`src/rtl/fetch_stage_if.sv`:
```
// Fetch-stage bus bundle: instruction ROM port plus the IF/ID register outputs.
// The master side is the fetch stage. The slave side is the ROM and decode.
interface fetch_stage_if #(
    parameter int PC_W    = 9,
    parameter int INSTR_W = 32
);
    logic [PC_W-1:0]    imem_addr_o;
    logic               imem_rd_o;
    logic [INSTR_W-1:0] imem_instr_i;
    logic [PC_W-1:0]    ifid_pc_o;
    logic [INSTR_W-1:0] ifid_instr_o;
    logic               ifid_valid_o;

    modport master (
        output imem_addr_o,
        output imem_rd_o,
        input  imem_instr_i,
        output ifid_pc_o,
        output ifid_instr_o,
        output ifid_valid_o
    );

    modport slave (
        input  imem_addr_o,
        input  imem_rd_o,
        output imem_instr_i,
        input  ifid_pc_o,
        input  ifid_instr_o,
        input  ifid_valid_o
    );
endinterface

```
`src/rtl/fetch_stage.sv`:
```
// Instruction-fetch stage: owns the PC, reads a 1-cycle synchronous ROM and
// loads the IF/ID register. A one-entry hold buffer keeps the word returned
// by the ROM when a stall begins, so no fetched word is lost. A flush
// redirects the PC and inserts bubbles.
//
// state | meaning
// ------+---------------------------------------------------------------
// RUN   | normal fetch; the ROM output belongs to rsp_pc_q
// HOLD  | stalled; the word for rsp_pc_q is parked in hold_q
module fetch_stage #(
    parameter int                 PC_W     = 9,
    parameter int                 INSTR_W  = 32,
    parameter logic [PC_W-1:0]    RESET_PC = '0,
    parameter logic [INSTR_W-1:0] NOP      = 32'h0000_0013
) (
    input  logic             clk,
    input  logic             reset,
    input  logic             stall_i,
    input  logic             flush_i,
    input  logic [PC_W-1:0]  branch_pc_i,
    fetch_stage_if.master    bus
);

    typedef enum logic {RUN, HOLD} state_t;

    state_t             state_q;
    logic [PC_W-1:0]    pc_q, pc_d;
    logic [PC_W-1:0]    rsp_pc_q;
    logic               rsp_vld_q;
    logic [INSTR_W-1:0] hold_q;
    logic               hold_vld_q;
    logic [PC_W-1:0]    ifid_pc_q;
    logic [INSTR_W-1:0] ifid_instr_q;
    logic               ifid_valid_q;
    logic [INSTR_W-1:0] src_word;

    // Next PC: a redirect target is word-aligned on load; sequential fetch wraps.
    always_comb begin
        pc_d = pc_q;
        if (flush_i) begin
            pc_d = {branch_pc_i[PC_W-1:2], 2'b00};
        end else if (!stall_i) begin
            pc_d = pc_q + PC_W'(4);
        end
    end

    // After a stall, the parked word replaces the stale ROM output.
    always_comb begin
        src_word = hold_vld_q ? hold_q : bus.imem_instr_i;
    end

    // PC, response tracking, hold buffer and IF/ID register.
    // Priority: flush > stall > advance.
    always_ff @(posedge clk or negedge reset) begin
        if (!reset) begin
            state_q      <= RUN;
            pc_q         <= RESET_PC;
            rsp_pc_q     <= '0;
            rsp_vld_q    <= 1'b0;
            hold_q       <= NOP;
            hold_vld_q   <= 1'b0;
            ifid_pc_q    <= '0;
            ifid_instr_q <= NOP;
            ifid_valid_q <= 1'b0;
        end else if (flush_i) begin
            pc_q         <= pc_d;
            rsp_vld_q    <= 1'b0;
            hold_vld_q   <= 1'b0;
            ifid_instr_q <= NOP;
            ifid_valid_q <= 1'b0;
            state_q      <= RUN;
        end else if (stall_i) begin
            // Only the first stall cycle captures. Later cycles keep the parked word.
            if (state_q == RUN) begin
                hold_q     <= bus.imem_instr_i;
                hold_vld_q <= rsp_vld_q;
                state_q    <= HOLD;
            end
        end else begin
            ifid_pc_q    <= rsp_pc_q;
            // A bubble must never carry an unread ROM word, so substitute NOP.
            ifid_instr_q <= rsp_vld_q ? src_word : NOP;
            ifid_valid_q <= rsp_vld_q;
            rsp_pc_q     <= pc_q;
            rsp_vld_q    <= 1'b1;
            pc_q         <= pc_d;
            hold_vld_q   <= 1'b0;
            state_q      <= RUN;
        end
    end

    assign bus.imem_addr_o  = pc_q;
    assign bus.imem_rd_o    = reset & ~stall_i & ~flush_i;
    assign bus.ifid_pc_o    = ifid_pc_q;
    assign bus.ifid_instr_o = ifid_instr_q;
    assign bus.ifid_valid_o = ifid_valid_q;

endmodule

```
`src/flat_wrapper.sv`:
```
// flat-port wrapper written by rule: the top's interface ports become plain ports
module fetch_stage_flat 
#(
    parameter int                 PC_W     = 9,
    parameter int                 INSTR_W  = 32,
    parameter logic [PC_W-1:0]    RESET_PC = '0,
    parameter logic [INSTR_W-1:0] NOP      = 32'h0000_0013
)
  (clk, reset, stall_i, flush_i, branch_pc_i, bus_imem_addr_o, bus_imem_rd_o, bus_imem_instr_i, bus_ifid_pc_o, bus_ifid_instr_o, bus_ifid_valid_o);
  fetch_stage_if #(.PC_W(PC_W), .INSTR_W(INSTR_W)) bus_i ();
  input  logic clk;
  input  logic reset;
  input  logic stall_i;
  input  logic flush_i;
  input  logic [PC_W-1:0] branch_pc_i;
  output wire logic [$bits(bus_i.imem_addr_o)-1:0] bus_imem_addr_o;
  output wire logic [$bits(bus_i.imem_rd_o)-1:0] bus_imem_rd_o;
  input wire logic [$bits(bus_i.imem_instr_i)-1:0] bus_imem_instr_i;
  output wire logic [$bits(bus_i.ifid_pc_o)-1:0] bus_ifid_pc_o;
  output wire logic [$bits(bus_i.ifid_instr_o)-1:0] bus_ifid_instr_o;
  output wire logic [$bits(bus_i.ifid_valid_o)-1:0] bus_ifid_valid_o;
  assign bus_imem_addr_o = bus_i.imem_addr_o;
  assign bus_imem_rd_o = bus_i.imem_rd_o;
  assign bus_i.imem_instr_i = bus_imem_instr_i;
  assign bus_ifid_pc_o = bus_i.ifid_pc_o;
  assign bus_ifid_instr_o = bus_i.ifid_instr_o;
  assign bus_ifid_valid_o = bus_i.ifid_valid_o;
  fetch_stage #(.PC_W(PC_W), .INSTR_W(INSTR_W), .RESET_PC(RESET_PC), .NOP(NOP)) u_core (.clk(clk), .reset(reset), .stall_i(stall_i), .flush_i(flush_i), .branch_pc_i(branch_pc_i), .bus(bus_i));
endmodule
```
`config.mk`:
```
export PLATFORM = sky130hd
export DESIGN_NAME = fetch_stage_flat
export DESIGN_NICKNAME = d
export VERILOG_FILES = /design/src/rtl/fetch_stage_if.sv /design/src/rtl/fetch_stage.sv /design/src/flat_wrapper.sv
export SDC_FILE = /design/constraint.sdc
export NUM_CORES = 1
export LEC_CHECK = 0
export BUFFER_PORTS_ARGS = -buffer_cell sky130_fd_sc_hd__clkbuf_2
export CAP_MARGIN = 20
export CORE_ASPECT_RATIO = 0.5
export CORE_UTILIZATION = 45
export DETAILED_ROUTE_END_ITERATION = 10
export GPL_TIMING_DRIVEN = 0
export MAX_ROUTING_LAYER = met4
export PLACE_DENSITY = 0.8
export SYNTH_ARGS = -nofsm -noshare
export SYNTH_HDL_FRONTEND = slang
export SYNTH_SLANG_ARGS = --single-unit
```
`constraint.sdc`:
```
create_clock -name clk -period 1.85 [get_ports clk]
set_input_delay 0.0925 -clock clk [delete_from_list [all_inputs] [get_ports clk]]
set_output_delay 0.0925 -clock clk [all_outputs]
set_load 0.05 [all_outputs]
```
==> summary.md <==
| Metric | Value |
|---|---|
| Status | `finished, final reports clean` |
| Die ar. | `8820 um^2` |
| Setup Viol. Count Final | `0` |
| CP startpoint | `reset` |
| CTS Sinks | `89` |
| Clock buffer depth | `2` |
| Inst Count DP | `498` |
| Die X | `about 130 um` |
| Clk_lat worst skew | `330 ps` |
| Register area share after synthesis | `58.9%` |
| Worst-path clk slew | `60 ps` |
| Yosys reg bits | `a little under 90` |
| Boundary Pins | `97` |
| Area share of the largest cell type after synthesis | `a little over half` |
| Synth unique cells | `29` |
| Non-Filler Instances | `between 500 and 600` |
| DRC viols | `0` |
| CP max FO | `51` |
| VDD IR max | `0.537 mV` |
| Hold_sp | `bus_imem_instr_i[8]` |
| Core Rows | `23` |
| Cells after Synth | `294` |
| Number of flops mapped to enable cells by yosys | `0` |
| Share of cells above drive strength 1 | `43.7%` |
| Clock root buffer master | `clkbuf_16` |
| First-pass GRT wire length | `about 12 mm` |
| Fin crit share | `85.4%` |
| Final Skew | `5.93 ps` |
| Critical Path RT | `1760 ps` |
| Primary FF master, synth | `dfrtp_1` |
| Unrepaired setup endpoints after global routing | `no` |
| RR Startpoint | `u_core.bus.imem_addr_o[2]` |
| Starting Density | `between 40% and 50%` |
| Fmax | `633 MHz` |
| TritonCTS buffer count | `9` |
| Final hold vios | `0` |
| Tot Pwr | `around 5 mW` |
| FILL cells | `667` |
| Register area | `around 2200 um^2` |
| Nature of the critical path startpoint | `input pin` |
| Vias/cell | `approximately 4.8` |
| Post-DR wirelength/cell | `around 14 um` |
| Core Region | `8090 um^2` |
| Hold crit path type | `in -> reg` |
| Pins Over Slew Limit | `0` |
| Yosys warns | `0` |
| Util after Layout | `59.7%` |
| Power Density | `between 1000 and 1500 nW/um^2` |
| Synth area leaders | `dfrtp_1 (55%), mux2_2 (14%), mux2i_1 (8.2%)` |
| Vias in the first global route | `2537` |
| Leakage | `2.24 nW` |
| Final Critical Period | `1580 ps` |
| Initial antenna violation count | `0` |
| IO Port Bufs | `88` |
| Commonest non-fill, non-tap cell in the layout | `clkbuf_2` |
| Post-CTS Setup Repair Bufs | `0` |
| Routability cong. | `0.787` |
| Die height | `66.9 um` |
| Largest net degree at the start of global routing | `52` |
| Asr flop ratio synth | `100%` |
| Nets | `455` |
| Mapped cell area | `3790 um^2` |
| Multi-input gate area | `1420 um^2` |
| GRT Overall Usage | `18.8%` |
| Endpoint class of the critical path | `output pin` |
| Vias after detailed routing | `2540` |
| Area growth syn-to-layout | `27.3%` |
| Initial DRC count | `roughly 120` |
| CTS tree | `done` |
| Antenna cell count | `0` |
| Area leader, netlist | `dfrtp_1` |
| Total wire length | `approximately 7.5 mm` |
| DR pass1 iterations | `4` |
| Post-place setup slack | `roughly 350 ps` |
| Worst Setup Slack, final | `269 ps` |
| Dpl hpwl | `5.20 mm` |
| Global route overflow | `0` |
| Most frequent cells in the layout | `clkbuf_2 (87), dfrtp_1 (83), mux2_2 (48), nand2_1 (39), o21ai_0 (36)` |
| Arrival @ worst endpoint | `1490 ps` |
| Post-DRT Antenna Nets | `0` |
| Max cap viols | `0` |
| H-tree Lvls | `3` |
| Mean Syn Cell Area | `12.9 um^2` |
| Crit path kind | `in -> out` |
## registers in the layout, indices dropped and copies added (netlist names)
name	flops
u_core.bus.ifid_pc_o	7
u_core.bus.ifid_valid_o	1
u_core.rsp_pc_q	7
u_core.state_q	1
u_core.hold_vld_q	1
u_core.rsp_vld_q	1
u_core.bus.imem_addr_o	7
u_core.hold_q	32
u_core.bus.ifid_instr_o	32
## layout make-up
cell class                 count  share of cell area [%]
multi-input combinational    185                    29.5
inverter                       2                   0.156
clock inverter                 6                   0.907
timing repair buffer         101                    12.4
sequential                    89                    46.3
buffer                        21                    2.83
clock buffer                  10                    4.95
tap                          112                    2.90
## cells by family (layout without fill, tap and decap cells)
kind of cell / after synthesis / count (layout) / synth area share (%)
and+or+nand+nor: 56 / 56 / 7.59
muxes: 80 / 80 / 22.7
AOI/OAI and AO/OA: 40 / 40 / 5.58
DFF: 89 / 89 / 58.9
adders and majority gates: 1 / 1 / 0.330
xor gates and xnor gates: 4 / 4 / 0.924
buffers and inverters: 23 / 140 / 3.80
other: 1 / 4 / 0.0989
## critical path, stage by stage
cell	delay, ps
dlygate4sd3_1	520
clkbuf_4	180
buf_16	250
and2_1	160
clkbuf_2	270
## power breakdown
group	total, mW	internal [mW]	switching, mW	leakage [nW]
Clock	1.68	0.945	0.735	0.127
Sequential	2.35	2.20	0.146	1.11
Combinational	0.951	0.361	0.590	1.00
## repair_timing
action                                 4_1_cts  5_1_grt
gates resized for setup                      0        0
endpoints found under the hold margin       49        0
hold buffers                                12        0
## final timing paths
kind                       cells after the start                    endpoint  slack (ps)
setup reg to reg                               4   u_core.bus.imem_addr_o[8]         420
min in group asynchronous                      3     u_core.bus.ifid_pc_o[8]         330
max in group asynchronous                      3            u_core.hold_q[4]        1230
hold reg to reg                                2  u_core.bus.ifid_instr_o[5]         480
setup / recovery                               5               bus_imem_rd_o         270
hold / removal                                 2            u_core.hold_q[8]          10
## Yosys cell counts, types with 2 or more instances
master and number:
or4_1 2, nor2_4 2, mux2i_1 31, o21ai_0 36, nand2_1 39, nand3_1 3, clkbuf_1 5, dfrtp_1 83
nor2b_1 3, mux2_2 48, o22a_1 3, inv_1 2, buf_6 4, buf_4 5, xor2_1 3, buf_2 7
dfstp_2 6
## routing by layer
metal  vias to the layer above  GRT usage (%)  share of wire, %
li1                       1245              -                 -
met1                      1242           22.1                45
met2                        45           31.3                50
met3                         8           5.10               3.6
met4                         0           7.56               1.2
met5                         -              -                 0
## metrics by stage
stage	area [um^2]	hold slack, ps	TNS [ps]
final	4830	12.5	0
after global routing	4830	3.04	0
after CTS	4830	1.18	0
after detailed placement	4410	149	0
after global placement	4380	302	-29490
after floorplan	3800	-203	0
Power figures use the tool's default switching activity.
